[config.mk]
export PLATFORM = sky130hd
export DESIGN_NAME = memory_arbiter
export DESIGN_NICKNAME = d
export VERILOG_FILES = /design/src/rtl/memory_arbiter.sv
export SDC_FILE = /design/constraint.sdc
export NUM_CORES = 1
export LEC_CHECK = 0
export CAP_MARGIN = 20
export CORE_MARGIN = 2
export CORE_UTILIZATION = 25
export DETAILED_ROUTE_END_ITERATION = 10
export GPL_ROUTABILITY_DRIVEN = 0
export HOLD_SLACK_MARGIN = 0.05
export SLEW_MARGIN = 20
export SYNTH_ARGS = -nofsm -noshare
export SYNTH_HDL_FRONTEND = slang
export SYNTH_SLANG_ARGS = --single-unit
[constraint.sdc]
create_clock -name clk -period 1.9 [get_ports clk]
set_clock_uncertainty 0.05 [all_clocks]
set_input_delay 0.475 -clock clk [delete_from_list [all_inputs] [get_ports clk]]
set_output_delay 0.475 -clock clk [all_outputs]
set_load 0.01 [all_outputs]
[src/rtl/memory_arbiter.sv]
`default_nettype none
// ============================================================================
// memory_arbiter : arbitrates fetch and load/store ports onto one memory port
// Revision 1.0
// ============================================================================
module memory_arbiter #(
  parameter int STARVE_LIMIT = 4
) (
  input  logic        clk,
  input  logic        reset_n,
  input  logic        if_req,
  input  logic [31:0] if_addr,
  output logic        if_ready,
  output logic        if_rvalid,
  output logic [31:0] if_rdata,
  input  logic        d_req,
  input  logic        d_we,
  input  logic [31:0] d_addr,
  input  logic [31:0] d_wdata,
  input  logic [1:0]  d_wlen,
  output logic        d_ready,
  output logic        d_rvalid,
  output logic [31:0] d_rdata,
  output logic [31:0] mem_address,
  output logic [31:0] mem_wr_data,
  output logic        mem_wr_enable,
  output logic [1:0]  mem_write_length,
  input  logic [31:0] mem_read_data
);

  localparam int               CNT_W      = (STARVE_LIMIT < 1) ? 1 : $clog2(STARVE_LIMIT + 1);
  localparam logic [CNT_W-1:0] C_LIMIT    = CNT_W'(STARVE_LIMIT);
  localparam logic [1:0]       C_LEN_WORD = 2'd2;

  typedef enum logic [1:0] {
    S_IDLE  = 2'd0,
    S_ISSUE = 2'd1,
    S_RESP  = 2'd2
  } state_t;

  state_t           state_q, state_d;
  logic [CNT_W-1:0] starve_q, starve_d;
  logic [31:0]      addr_q, addr_d;
  logic [31:0]      wdata_q, wdata_d;
  logic             we_q, we_d;
  logic [1:0]       len_q, len_d;
  logic             owner_q, owner_d;  // 1 = data port owns the transaction
  logic [31:0]      if_rdata_q, if_rdata_d;
  logic [31:0]      d_rdata_q, d_rdata_d;

  logic             w_arb;
  logic             w_fetch_wins;
  logic             w_d_grant;
  logic             w_if_grant;
  logic [31:0]      w_resp_data;

  always_comb begin
    w_arb        = (state_q == S_IDLE) && reset_n;
    w_fetch_wins = if_req && (starve_q == C_LIMIT);
    w_d_grant    = w_arb && d_req && !w_fetch_wins;
    w_if_grant   = w_arb && if_req && !w_d_grant;
    w_resp_data  = we_q ? 32'd0 : mem_read_data;

    if_ready         = w_if_grant;
    d_ready          = w_d_grant;
    mem_address      = addr_q;
    mem_wr_data      = wdata_q;
    mem_write_length = len_q;
    mem_wr_enable    = (state_q == S_ISSUE) && we_q && reset_n;
    if_rvalid        = (state_q == S_RESP) && !owner_q && reset_n;
    d_rvalid         = (state_q == S_RESP) && owner_q && reset_n;
    // Memory data arrives in the response cycle, so it bypasses the hold register.
    if_rdata         = if_rvalid ? w_resp_data : if_rdata_q;
    d_rdata          = d_rvalid ? w_resp_data : d_rdata_q;
  end

  always_comb begin
    state_d    = state_q;
    starve_d   = starve_q;
    addr_d     = addr_q;
    wdata_d    = wdata_q;
    we_d       = we_q;
    len_d      = len_q;
    owner_d    = owner_q;
    if_rdata_d = if_rdata_q;
    d_rdata_d  = d_rdata_q;

    case (state_q)
      S_IDLE: begin
        if (w_d_grant) begin
          state_d  = S_ISSUE;
          addr_d   = d_addr;
          wdata_d  = d_wdata;
          we_d     = d_we;
          len_d    = d_wlen;
          owner_d  = 1'b1;
          if (if_req) begin
            starve_d = (starve_q == C_LIMIT) ? starve_q : starve_q + 1'b1;
          end else begin
            starve_d = '0;
          end
        end else if (w_if_grant) begin
          state_d  = S_ISSUE;
          addr_d   = if_addr;
          wdata_d  = 32'd0;
          we_d     = 1'b0;
          len_d    = C_LEN_WORD;
          owner_d  = 1'b0;
          starve_d = '0;
        end
      end
      S_ISSUE: state_d = S_RESP;
      S_RESP:  state_d = S_IDLE;
      default: state_d = S_IDLE;
    endcase

    if (if_rvalid) if_rdata_d = w_resp_data;
    if (d_rvalid)  d_rdata_d  = w_resp_data;
  end

  always_ff @(posedge clk) begin
    if (!reset_n) begin
      state_q    <= S_IDLE;
      starve_q   <= '0;
      addr_q     <= 32'd0;
      wdata_q    <= 32'd0;
      we_q       <= 1'b0;
      len_q      <= 2'd0;
      owner_q    <= 1'b0;
      if_rdata_q <= 32'd0;
      d_rdata_q  <= 32'd0;
    end else begin
      state_q    <= state_d;
      starve_q   <= starve_d;
      addr_q     <= addr_d;
      wdata_q    <= wdata_d;
      we_q       <= we_d;
      len_q      <= len_d;
      owner_q    <= owner_d;
      if_rdata_q <= if_rdata_d;
      d_rdata_q  <= d_rdata_d;
    end
  end

endmodule
`default_nettype wire

==> results of run 1 <==
## worst max-delay path, delay by kind of cell (launching register included)
kind / cells / cell delay (ns)
simple gates: 3 / 0.47
flops: 1 / 0.33
buf+inv: 4 / 0.55
## worst max path at each step
stage / start / endpoint / slack [ns] / depth (start not counted)
3_5_place_dp: d_req / if_ready / -0.72 / 6
4_1_cts: state_q[0]$_SDFFE_PN0P_ / d_rdata[28] / -0.42 / 7
5_1_grt: state_q[0]$_SDFFE_PN0P_ / d_rdata[21] / -0.49 / 7
3_3_place_gp: d_req / if_ready / -0.69 / 6
6_report: state_q[0]$_SDFFE_PN0P_ / d_rdata[21] / -0.39 / 7
2_1_floorplan: if_req / if_ready / 0.12 / 5
## cells by family after synthesis
logic type      after synthesis
simple gates                341
compound gates              203
flops                       137
buf+inv                      72
fa+ha+maj                     2
mux                           1
## metrics by stage
step | setup TNS (ns) | instances | setup slack, ns | hold slack [ns]
floorplan | 0 | 756 | 0.121 | 0.393
global placement | -46.20 | 1364 | -0.687 | 0.399
detailed placement | -50.65 | 1364 | -0.719 | 0.404
CTS | -23.97 | 1430 | -0.425 | 0.300
global route | -27.95 | 1434 | -0.487 | 0.309
finish | -21.52 | 1434 | -0.390 | 0.326
## power by group through the flow
| stage | logic, mW | registers (mW) | clock network (mW) |
|---|---|---|---|
| finish | 1.29 | 3.05 | 3.28 |
| global route | 1.38 | 3.06 | 3.52 |
| CTS | 1.26 | 3.05 | 3.40 |
| detailed placement | 1.19 | 3.11 | 0 |
| global placement | 1.19 | 3.11 | 0 |
| floorplan | 0.450 | 3.15 | 0 |
## layer usage
metal	vias to the layer above	part of all wire [%]
li1	3249	-
met1	3080	45
met2	189	48
met3	9	5.9
met4	0	0.78
met5	-	0
## cells in the mapped netlist, types with 7 or more instances
cell | count | share of area, %
buf_6 | 7 | 1.3
o31ai_1 | 33 | 3.9
o21ai_1 | 30 | 2.4
a21boi_0 | 12 | 1.4
nand2b_1 | 32 | 3.2
or2_2 | 13 | 1.3
buf_2 | 21 | 1.7
nand3_1 | 35 | 2.8
nand2_1 | 194 | 12
clkbuf_1 | 24 | 1.4
or2_1 | 49 | 4.9
a21boi_1 | 87 | 10
a31oi_1 | 34 | 3.4
dfxtp_1 | 137 | 44
## layout make-up
cell class,instances,area (sq um),area share (%)
Clock buffer,19,443,3.94
Clock inverter,11,126,1.12
Inverter,6,27.5,0.245
Multi-Input combinational cell,547,3440,30.6
Sequential cell,137,2750,24.5
Tap cell,330,413,3.68
Timing Repair Buffer,384,4030,35.9
## registers in the layout, indices dropped and copies added (netlist names)
register / count
we_q: 1
starve_q: 3
if_rdata_q: 32
mem_wr_data: 32
owner_q: 1
d_rdata_q: 32
state_q: 2
mem_write_length: 2
mem_address: 32
## what timing repair did
action                     4_1_cts  5_1_grt
resized for setup              387       94
hold endpoints to repair         0        0
setup endpoints to repair       71       72
gates cloned                    11        2
pin swaps                       56       33
buffers inserted                25        3
==> key figures, run 1 <==
Run status
  – Status: finished, violations left
  – Violated checks: setup timing

Synth
  – Post-synth EDFFs: 0
  – Syn Inst Count: 756
  – Synth Area in Compound Gates: 22.2%
  – Syn_area_per_cell: 8.31 sq um
  – Adder-cell share of the synthesized area: 0.398%
  – Synthesis-stage register bit count: 137
  – Simple-gate share of the synthesized area: 26.2%
  – Main combinational cell family by area after synthesis: simple AND/OR/NAND/NOR gates
  – Count of cell types in the netlist: 37
  – Synth async-reset ratio: 0%
  – Syn Std Cell Area: 0.00628 sq mm
  – Multiplexer share of the synthesized area: 0.159%
  – Post-synth net total: 893
  – Synth Warn #: 0
  – Ys flop type: dfxtp_1
  – Xor/xnor share of the synthesized area: 0%
  – Register area share after synthesis: 43.7%

Setup path
  – Crit. End Element: output pin
  – Max incr delay on CP: 0.33 ns
  – CP required: 1.37 ns
  – Reg2reg start: state_q[1]$_SDFFE_PN0P_
  – CP Cell Sequence: nand4b_1 -> buf_6 -> buf_12 -> buf_16 -> or2_1 -> nand2_1 -> buf_6
  – CP most frequent cell: buf_6
  – Worst reg2reg path endpoint: mem_wr_data[26]$_SDFFE_PN0P_
  – Slowest CP cell: dfxtp_2
  – Critical path class: reg2out
  – Flop-to-flop setup slack: 0.19 ns
  – Crit path launch type: flip-flop
  – R2R cell count: 6
  – Worst Path Arrival: 1.76 ns
  – CP max FO: 6

STA
  – Fmax: 437 MHz
  – Worst slew margin: 66.0%
  – Final WS setup: -0.390 ns
  – Crit share post-route: 121%
  – Crit path time final: 2.29 ns
  – Final hold vios: 0
  – Final setup violation count: 68
  – RSZ-0062 raised after global routing: yes
  – Measured slew at the worst slew-check pin: 0.509 ns
  – Final Slew Violations: 0

Drt
  – DRT Pass-1 Iters: 4
  – Final WL: 22500 um
  – Vias after detailed routing: 6527
  – Iteration-0 DRC Markers: 287
  – Routed wire per std cell: 15.7 um
  – Drt drc: 0
  – Final ANT Viol Nets: 0
  – Routed vias/inst: 4.55

Floorplan
  – Site row count: 58
  – Chip height: 163 um
  – Die Area: 0.0264 sq mm
  – IO Count: 270
  – Die span in x: 163 um
  – Initial Util: 25.2%
  – Core footprint: 0.0249 sq mm

Final layout
  – Most common cell after layout, fill and taps aside: clkdlybuf4s50_1
  – Filler Cell Count: 2441
  – Ant diodes: 0
  – # nets final: 1230
  – Layout cells sized above 1: 29.3%
  – Final instance area: 0.0112 sq mm
  – Final Util: 45.1%
  – Most frequent cells in the layout: clkdlybuf4s50_1 (195), dfxtp_1 (133), nand2_1 (130)
  – Area delta synth->final: 78.8%

Clock tree
  – H-Tree Depth: 4
  – Max Buffers Root-to-Sink: 2
  – Root Driver: clkbuf_16
  – Clock sinks: 137
  – CTS Buf Count: 17
  – Clock-pin slew on the worst setup and hold paths: 0.06 ns
  – # hold bufs at CTS: 0
  – CTS tree: built
  – Clk_lat worst skew: 0.41 ns

Power
  – Net Sw Frac: 25.2%
  – Peak supply drop: 0.497 mV
  – Reg power frac: 40.0%
  – Leakage: 4.70 nW
  – Comb pwr share: 16.9%
  – Clock power frac: 43.1%
  – Power Internal: 5.70 mW
  – Switching pwr: 1.92 mW
  – Pwr dens: 678 mW/mm^2
  – Final Power: 7.62 mW

Run
  – Max-cap violations: 0

Global routing
  – GR peak layer: met2
  – GR Util met3: 4.86%
  – Initial antenna violation count: 0
  – Pin count of the biggest net entering global routing: 54
  – Total Routing Usage GR: 16.5%
  – GRT Residual Overflow: 0
  – Global-route met2 utilization: 28.0%
  – Vias in the first global route: 6336
  – Met1 Use GR: 20.9%
  – First-pass GRT wire length: 34400 um

Min path
  – Hold crit path type: in2reg
  – Min-Delay Endpoint: owner_q$_SDFFE_PN0P_
  – Hold_sp: reset_n
  – Hold depth: 2

Place
  – Placed cell area: 0.00965 sq mm
  – Post-DP HPWL: 14000 um
  – Port buffer count: 269
Power figures use the tool's default switching activity.
==> run 2: changes to the inputs <==
--- a/config.mk
+++ b/config.mk
@@ -12,4 +12,5 @@
 export GPL_ROUTABILITY_DRIVEN = 0
 export HOLD_SLACK_MARGIN = 0.05
+export RECOVER_POWER = 50
 export SLEW_MARGIN = 20
 export SYNTH_ARGS = -nofsm -noshare
==> constraint.sdc (replaced) <==
create_clock -name clk -period 1.85 [get_ports clk]
set_clock_uncertainty 0.05 [all_clocks]
set_input_delay 0.4625 -clock clk [delete_from_list [all_inputs] [get_ports clk]]
set_output_delay 0.4625 -clock clk [all_outputs]
set_load 0.005 [all_outputs]
==> run 2 against run 1 <==
The flow still finishes with violations (setup timing). Total power rose by 4.1%. Final cell count rose by 1.3%. Clock power rose by 8.2%. Count of clock-buffer cells in the layout fell by 1. Sequential share of layout area rose by 0.21 points. First-iteration DRC count fell by 15%. Utilization fell by 0.37 points. Global-route usage rose by 0.51 points. Critical endpoint is now if_rdata[22]. Largest cell class unchanged.
==> key figures, run 2 (same netlist as run 1, synthesis figures left out) <==
Run status
  – Status: finished, violations left
  – Violated checks: setup timing

Drt
  – Drt drc: 0
  – Routed vias/inst: 4.53
  – Vias after detailed routing: 6579
  – Final ANT Viol Nets: 0
  – Iteration-0 DRC Markers: 243
  – Final WL: 22800 um
  – DRT Pass-1 Iters: 6
  – Max Used Layer: met4
  – Routed wl met3: 1650 um
  – WL met2: 10800 um
  – Routed wire per std cell: 15.7 um
  – Met1 wire length: 10100 um

Floorplan
  – Site row count: 58
  – Core footprint: 0.0249 sq mm
  – Chip height: 163 um
  – IO Count: 270
  – Die span in x: 163 um
  – Initial Util: 25.2%
  – Die Area: 0.0264 sq mm

Global routing
  – Initial antenna violation count: 0
  – First-pass GRT wire length: 35300 um
  – GRT Residual Overflow: 0
  – Pin count of the biggest net entering global routing: 64
  – Vias in the first global route: 6504
  – Total Routing Usage GR: 17.0%

Min path
  – Hold crit path type: in2reg

Final layout
  – FF+latch area: 0.00275 sq mm
  – Post-route insts no fill: 1452
  – Multi-input gate area: 0.00332 sq mm
  – Final Util: 44.8%
  – Most frequent cells in the layout: clkdlybuf4s50_1 (189), nand2_1 (156), dfxtp_1 (132)
  – Ant diodes: 0
  – Layout cells sized above 1: 28.0%
  – Filler Cell Count: 2530
  – Most common cell after layout, fill and taps aside: clkdlybuf4s50_1
  – Area delta synth->final: 77.4%
  – # nets final: 1246

Power
  – Net Sw Frac: 24.9%
  – Peak supply drop: 0.387 mV
  – Comb pwr share: 15.8%
  – Power Internal: 5.96 mW
  – Pwr dens: 712 mW/mm^2
  – Switching pwr: 1.97 mW
  – Clock power frac: 44.7%
  – Leakage: 4.87 nW
  – Reg power frac: 39.5%

STA
  – Crit path time final: 2.45 ns
  – Final Slew Violations: 0
  – Final setup violation count: 69
  – Measured slew at the worst slew-check pin: 0.618 ns
  – Final WS setup: -0.601 ns
  – Crit share post-route: 132%
  – RSZ-0062 raised after global routing: yes
  – Fmax: 408 MHz
  – Final hold vios: 0
  – Worst slew margin: 58.8%

Clock tree
  – Clock sinks: 137
  – H-Tree Depth: 4
  – Clock-pin slew on the worst setup and hold paths: 0.07 ns
  – CTS Buf Count: 17
  – Clk_lat worst skew: 0.42 ns
  – Max Buffers Root-to-Sink: 2
  – Root Driver: clkbuf_16
  – CTS tree: built

Place
  – Cells after DPL: 1363
  – Port buffer count: 269
  – Post-DP HPWL: 14000 um

Setup path
  – Crit. End Element: output pin
  – Worst Path Arrival: 1.94 ns
  – CP required: 1.34 ns
  – CP max FO: 5
  – Crit path launch type: flip-flop
  – Critical path class: reg2out

Run
  – Max-cap violations: 0
==> run 2: cell count changes in the layout (fill, tap and decap cells not counted), moves of 7 or more <==
cell / before / now
dlymetal6s2s_1: 1 / 9
nand2_1: 130 / 156
nand2_2: 48 / 32
buf_2: 23 / 54
buf_6: 57 / 32
nand2_4: 16 / 6
or2_1: 35 / 42
==> run 2: stage by stage <==
stage               hold WS [ns]  setup WS, ns  power (mW)  cell area, sq um  setup TNS [ns]
floorplan                  0.393         0.183        3.65              6280               0
global placement           0.399        -0.680        4.37              9640          -49.29
detailed placement         0.404        -0.690        4.37              9640          -52.32
CTS                        0.283        -0.636        8.03             10900          -32.94
global route               0.286        -0.685        8.25             11100          -37.93
finish                     0.298        -0.601        7.93             11100          -32.19
==> run 2: area by class of cell <==
class                      count  share of cell area, %
clock buffer                  18                   3.85
clock inverter                14                   1.55
inverter                       6                  0.247
multi-input combinational    547                   29.8
sequential                   137                   24.7
tap                          330                   3.71
timing repair buffer         400                   36.1
==> run 2: final timing paths <==
kind / start / to / slack [ns] / depth (start not counted)
worst min-delay path: reset_n / owner_q$_SDFFE_PN0P_ / 0.30 / 2
worst max-delay path: state_q[0]$_SDFFE_PN0P_ / if_rdata[22] / -0.60 / 8
worst max register to register: state_q[0]$_SDFFE_PN0P_ / if_rdata_q[15]$_SDFF_PN0_ / 0 / 9
worst min register to register: d_rdata_q[25]$_SDFF_PN0_ / d_rdata_q[25]$_SDFF_PN0_ / 0.40 / 2
==> run 2: worst max-delay path: stages, from the launching register on <==
cell and delay (ns):
dfxtp_2 0.33, nand4bb_4 0.27, buf_12 0.17, buf_12 0.12
buf_8 0.12, buf_6 0.11, or2_1 0.21, nand2_1 0.07
buf_2 0.12
==> run 2: repair_timing <==
item,4_1_cts,5_1_grt
endpoints found under the setup margin,71,86
hold buffers,0,0
hold endpoints to repair,0,0
buffers inserted,38,10
pin swaps,65,30
cloned,14,0
resized for setup,377,61
==> run 2: per-layer routing <==
layer,track usage (%),up-vias
met5,0,-
met4,4.38,0
met3,5.17,20
met2,28.5,197
met1,21.4,3075
li1,-,3287
==> run 2: power groups by stage <==
stage / combinational (mW) / clock (mW) / sequential [mW]
2_1_floorplan: 0.450 / 0 / 3.20
3_3_place_gp: 1.17 / 0 / 3.19
3_5_place_dp: 1.17 / 0 / 3.19
4_1_cts: 1.25 / 3.65 / 3.13
5_1_grt: 1.35 / 3.75 / 3.15
6_report: 1.25 / 3.55 / 3.13
==> run 3: changes to the inputs <==
Settings changed: SETUP_SLACK_MARGIN from default to 0.02.
==> run 3 against run 2 <==
The flow still finishes with violations (setup timing). Hold slack improved by 0.0017 ns. Utilization rose by 0.39 points. Combinational power hardly changed. Sequential share of layout area decreased by 0.21 points. Final cell count about the same. Via count fell by 0.18%. Count of clock-buffer cells in the layout is the same. Clock power is essentially flat. Die area unchanged. Critical path depth did not move. Final area is 0.87% higher.
==> key figures, run 3 (same netlist as run 1, synthesis figures left out) <==
Run status
  – Status: finished, violations left
  – Violated checks: setup timing

Drt
  – Routed wire per std cell: 15.8 um
  – Iteration-0 DRC Markers: 225
  – DRT Pass-1 Iters: 4
  – Routed vias/inst: 4.52
  – Drt drc: 0
  – Vias after detailed routing: 6567
  – Final WL: 22900 um
  – Final ANT Viol Nets: 0

Setup path
  – Max incr delay on CP: 0.33 ns
  – Crit path launch type: flip-flop
  – WP depth: 8
  – CP most frequent cell: buf_12
  – End of the critical path: if_rdata[22]
  – Worst Path Buf+Inv: 5
  – CP max FO: 5
  – Crit. End Element: output pin
  – CP required: 1.34 ns
  – Worst Path Arrival: 1.94 ns
  – R2R cell count: 9
  – Top Family by Delay on Critical Path: buffers and inverters
  – Reg2reg start: state_q[0]$_SDFFE_PN0P_
  – Slowest CP cell: dfxtp_2
  – CP Cell Sequence: nand4bb_4 -> buf_12 -> buf_12 -> buf_8 -> buf_6 -> or2_1 -> nand2_1 -> buf_2
  – Flop-to-flop setup slack: 0 ns
  – Critical Path Start: state_q[0]$_SDFFE_PN0P_
  – Worst reg2reg path endpoint: if_rdata_q[15]$_SDFF_PN0_
  – Critical path class: reg2out

Min path
  – Hold depth: 2
  – Hold crit path type: in2reg

STA
  – Final hold vios: 0
  – Crit share post-route: 132%
  – Final setup violation count: 70
  – RSZ-0062 raised after global routing: yes
  – Hold WS: 0.300 ns
  – Worst slew margin: 58.4%
  – Measured slew at the worst slew-check pin: 0.624 ns
  – Final WS setup: -0.601 ns
  – Fmax: 408 MHz
  – Final Slew Violations: 0
  – Crit path time final: 2.45 ns

Clock tree
  – Clock sinks: 137
  – Root Driver: clkbuf_16
  – CTS tree: built
  – # hold bufs at CTS: 0
  – Max Buffers Root-to-Sink: 2
  – CTS Buf Count: 17
  – Clk_lat worst skew: 0.42 ns
  – Clock-pin slew on the worst setup and hold paths: 0.07 ns
  – H-Tree Depth: 4

Power
  – Leakage: 5.07 nW
  – Clock power frac: 44.7%
  – Reg power frac: 39.5%
  – Net Sw Frac: 24.9%
  – Comb pwr share: 15.8%
  – Pwr dens: 706 mW/mm^2
  – Switching pwr: 1.98 mW
  – Power Internal: 5.96 mW
  – Peak supply drop: 0.387 mV

Floorplan
  – IO Count: 270
  – Die span in x: 163 um
  – Chip height: 163 um
  – Site row count: 58
  – Die Area: 0.0264 sq mm
  – Initial Util: 25.2%
  – Core footprint: 0.0249 sq mm

Final layout
  – Area delta synth->final: 78.9%
  – # nets final: 1247
  – Final Util: 45.1%
  – Ant diodes: 0
  – Layout cells sized above 1: 28.8%
  – Most frequent cells in the layout: clkdlybuf4s50_1 (177), nand2_1 (155), dfxtp_1 (132)
  – Most common cell after layout, fill and taps aside: clkdlybuf4s50_1

Global routing
  – Initial antenna violation count: 0
  – GRT Residual Overflow: 0
  – Vias in the first global route: 6504
  – First-pass GRT wire length: 35300 um
  – Pin count of the biggest net entering global routing: 64
  – Total Routing Usage GR: 17.0%

Place
  – Port buffer count: 269
  – Post-DP HPWL: 14000 um

Run
  – Max-cap violations: 0
run 3: cell types whose count changed in the layout (fill, tap and decap cells not counted), moves of 2 or more:
cell | previous run | this run
buf_4 | 79 | 77
buf_6 | 32 | 36
clkdlybuf4s50_1 | 189 | 177
dlymetal6s2s_1 | 9 | 20
nand2_4 | 6 | 8
o31ai_1 | 29 | 23
o31ai_2 | 4 | 10
run 3: area by class of cell:
| type | count | area, sq um |
|---|---|---|
| clock buffers | 18 | 429 |
| clock inverters | 14 | 173 |
| fillers | 2514 | 13700 |
| inverters | 6 | 27.5 |
| multi-input cells | 547 | 3370 |
| flip-flops and latches | 137 | 2750 |
| well taps | 330 | 413 |
| repair buffers | 401 | 4080 |
run 3: through the flow:
| step | instance area (sq um) | std cells | power, mW | setup slack (ns) | TNS (ns) |
|---|---|---|---|---|---|
| after CTS | 10900 | 1446 | 8.03 | -0.636 | -32.94 |
| after floorplan | 6280 | 756 | 3.65 | 0.183 | 0 |
| after detailed placement | 9640 | 1363 | 4.37 | -0.690 | -52.32 |
| after global routing | 11200 | 1453 | 8.25 | -0.685 | -38.01 |
| after global placement | 9640 | 1363 | 4.37 | -0.680 | -49.29 |
| final | 11200 | 1453 | 7.93 | -0.601 | -32.33 |
run 3: layer usage:
metal | global-route usage [%] | vias to the layer above | wire [um]
met5 | 0 | - | 0
met1 | 21.4 | 3074 | 10300
li1 | - | 3288 | -
met4 | 4.38 | 0 | 301
met2 | 28.5 | 185 | 10800
met3 | 5.17 | 20 | 1610
run 3: power by group through the flow:
stage          combinational (mW)  sequential, mW  clock (mW)
2_1_floorplan               0.450            3.20           0
3_3_place_gp                 1.17            3.19           0
3_5_place_dp                 1.17            3.19           0
4_1_cts                      1.25            3.13        3.65
5_1_grt                      1.35            3.15        3.75
6_report                     1.25            3.13        3.55
run 3: timing repair:
item | CTS | global route
gates cloned | 14 | 0
gates resized for setup | 378 | 86
endpoints found under the setup margin | 71 | 109
buffers inserted | 38 | 12
pin swaps | 65 | 33
hold endpoints to repair | 0 | 0
run 3: worst register-to-register path: stages (launching register included):
cell       delay, ns
dfxtp_2         0.33
nand4bb_4       0.27
buf_4           0.17
buf_6           0.13
buf_16          0.14
or2_1           0.23
buf_4           0.13
buf_4           0.11
buf_4           0.12
a21boi_1        0.10
run 3: worst min path at each step:
stage                     slack (ns)                        end                       from
after global placement          0.40   d_rdata_q[10]$_SDFF_PN0_   d_rdata_q[10]$_SDFF_PN0_
after detailed placement        0.40  if_rdata_q[20]$_SDFF_PN0_  if_rdata_q[20]$_SDFF_PN0_
after global routing            0.29       owner_q$_SDFFE_PN0P_                    reset_n
after floorplan                 0.39   d_rdata_q[24]$_SDFF_PN0_   d_rdata_q[24]$_SDFF_PN0_
after CTS                       0.28       owner_q$_SDFFE_PN0P_                    reset_n
final                           0.30       owner_q$_SDFFE_PN0P_                    reset_n
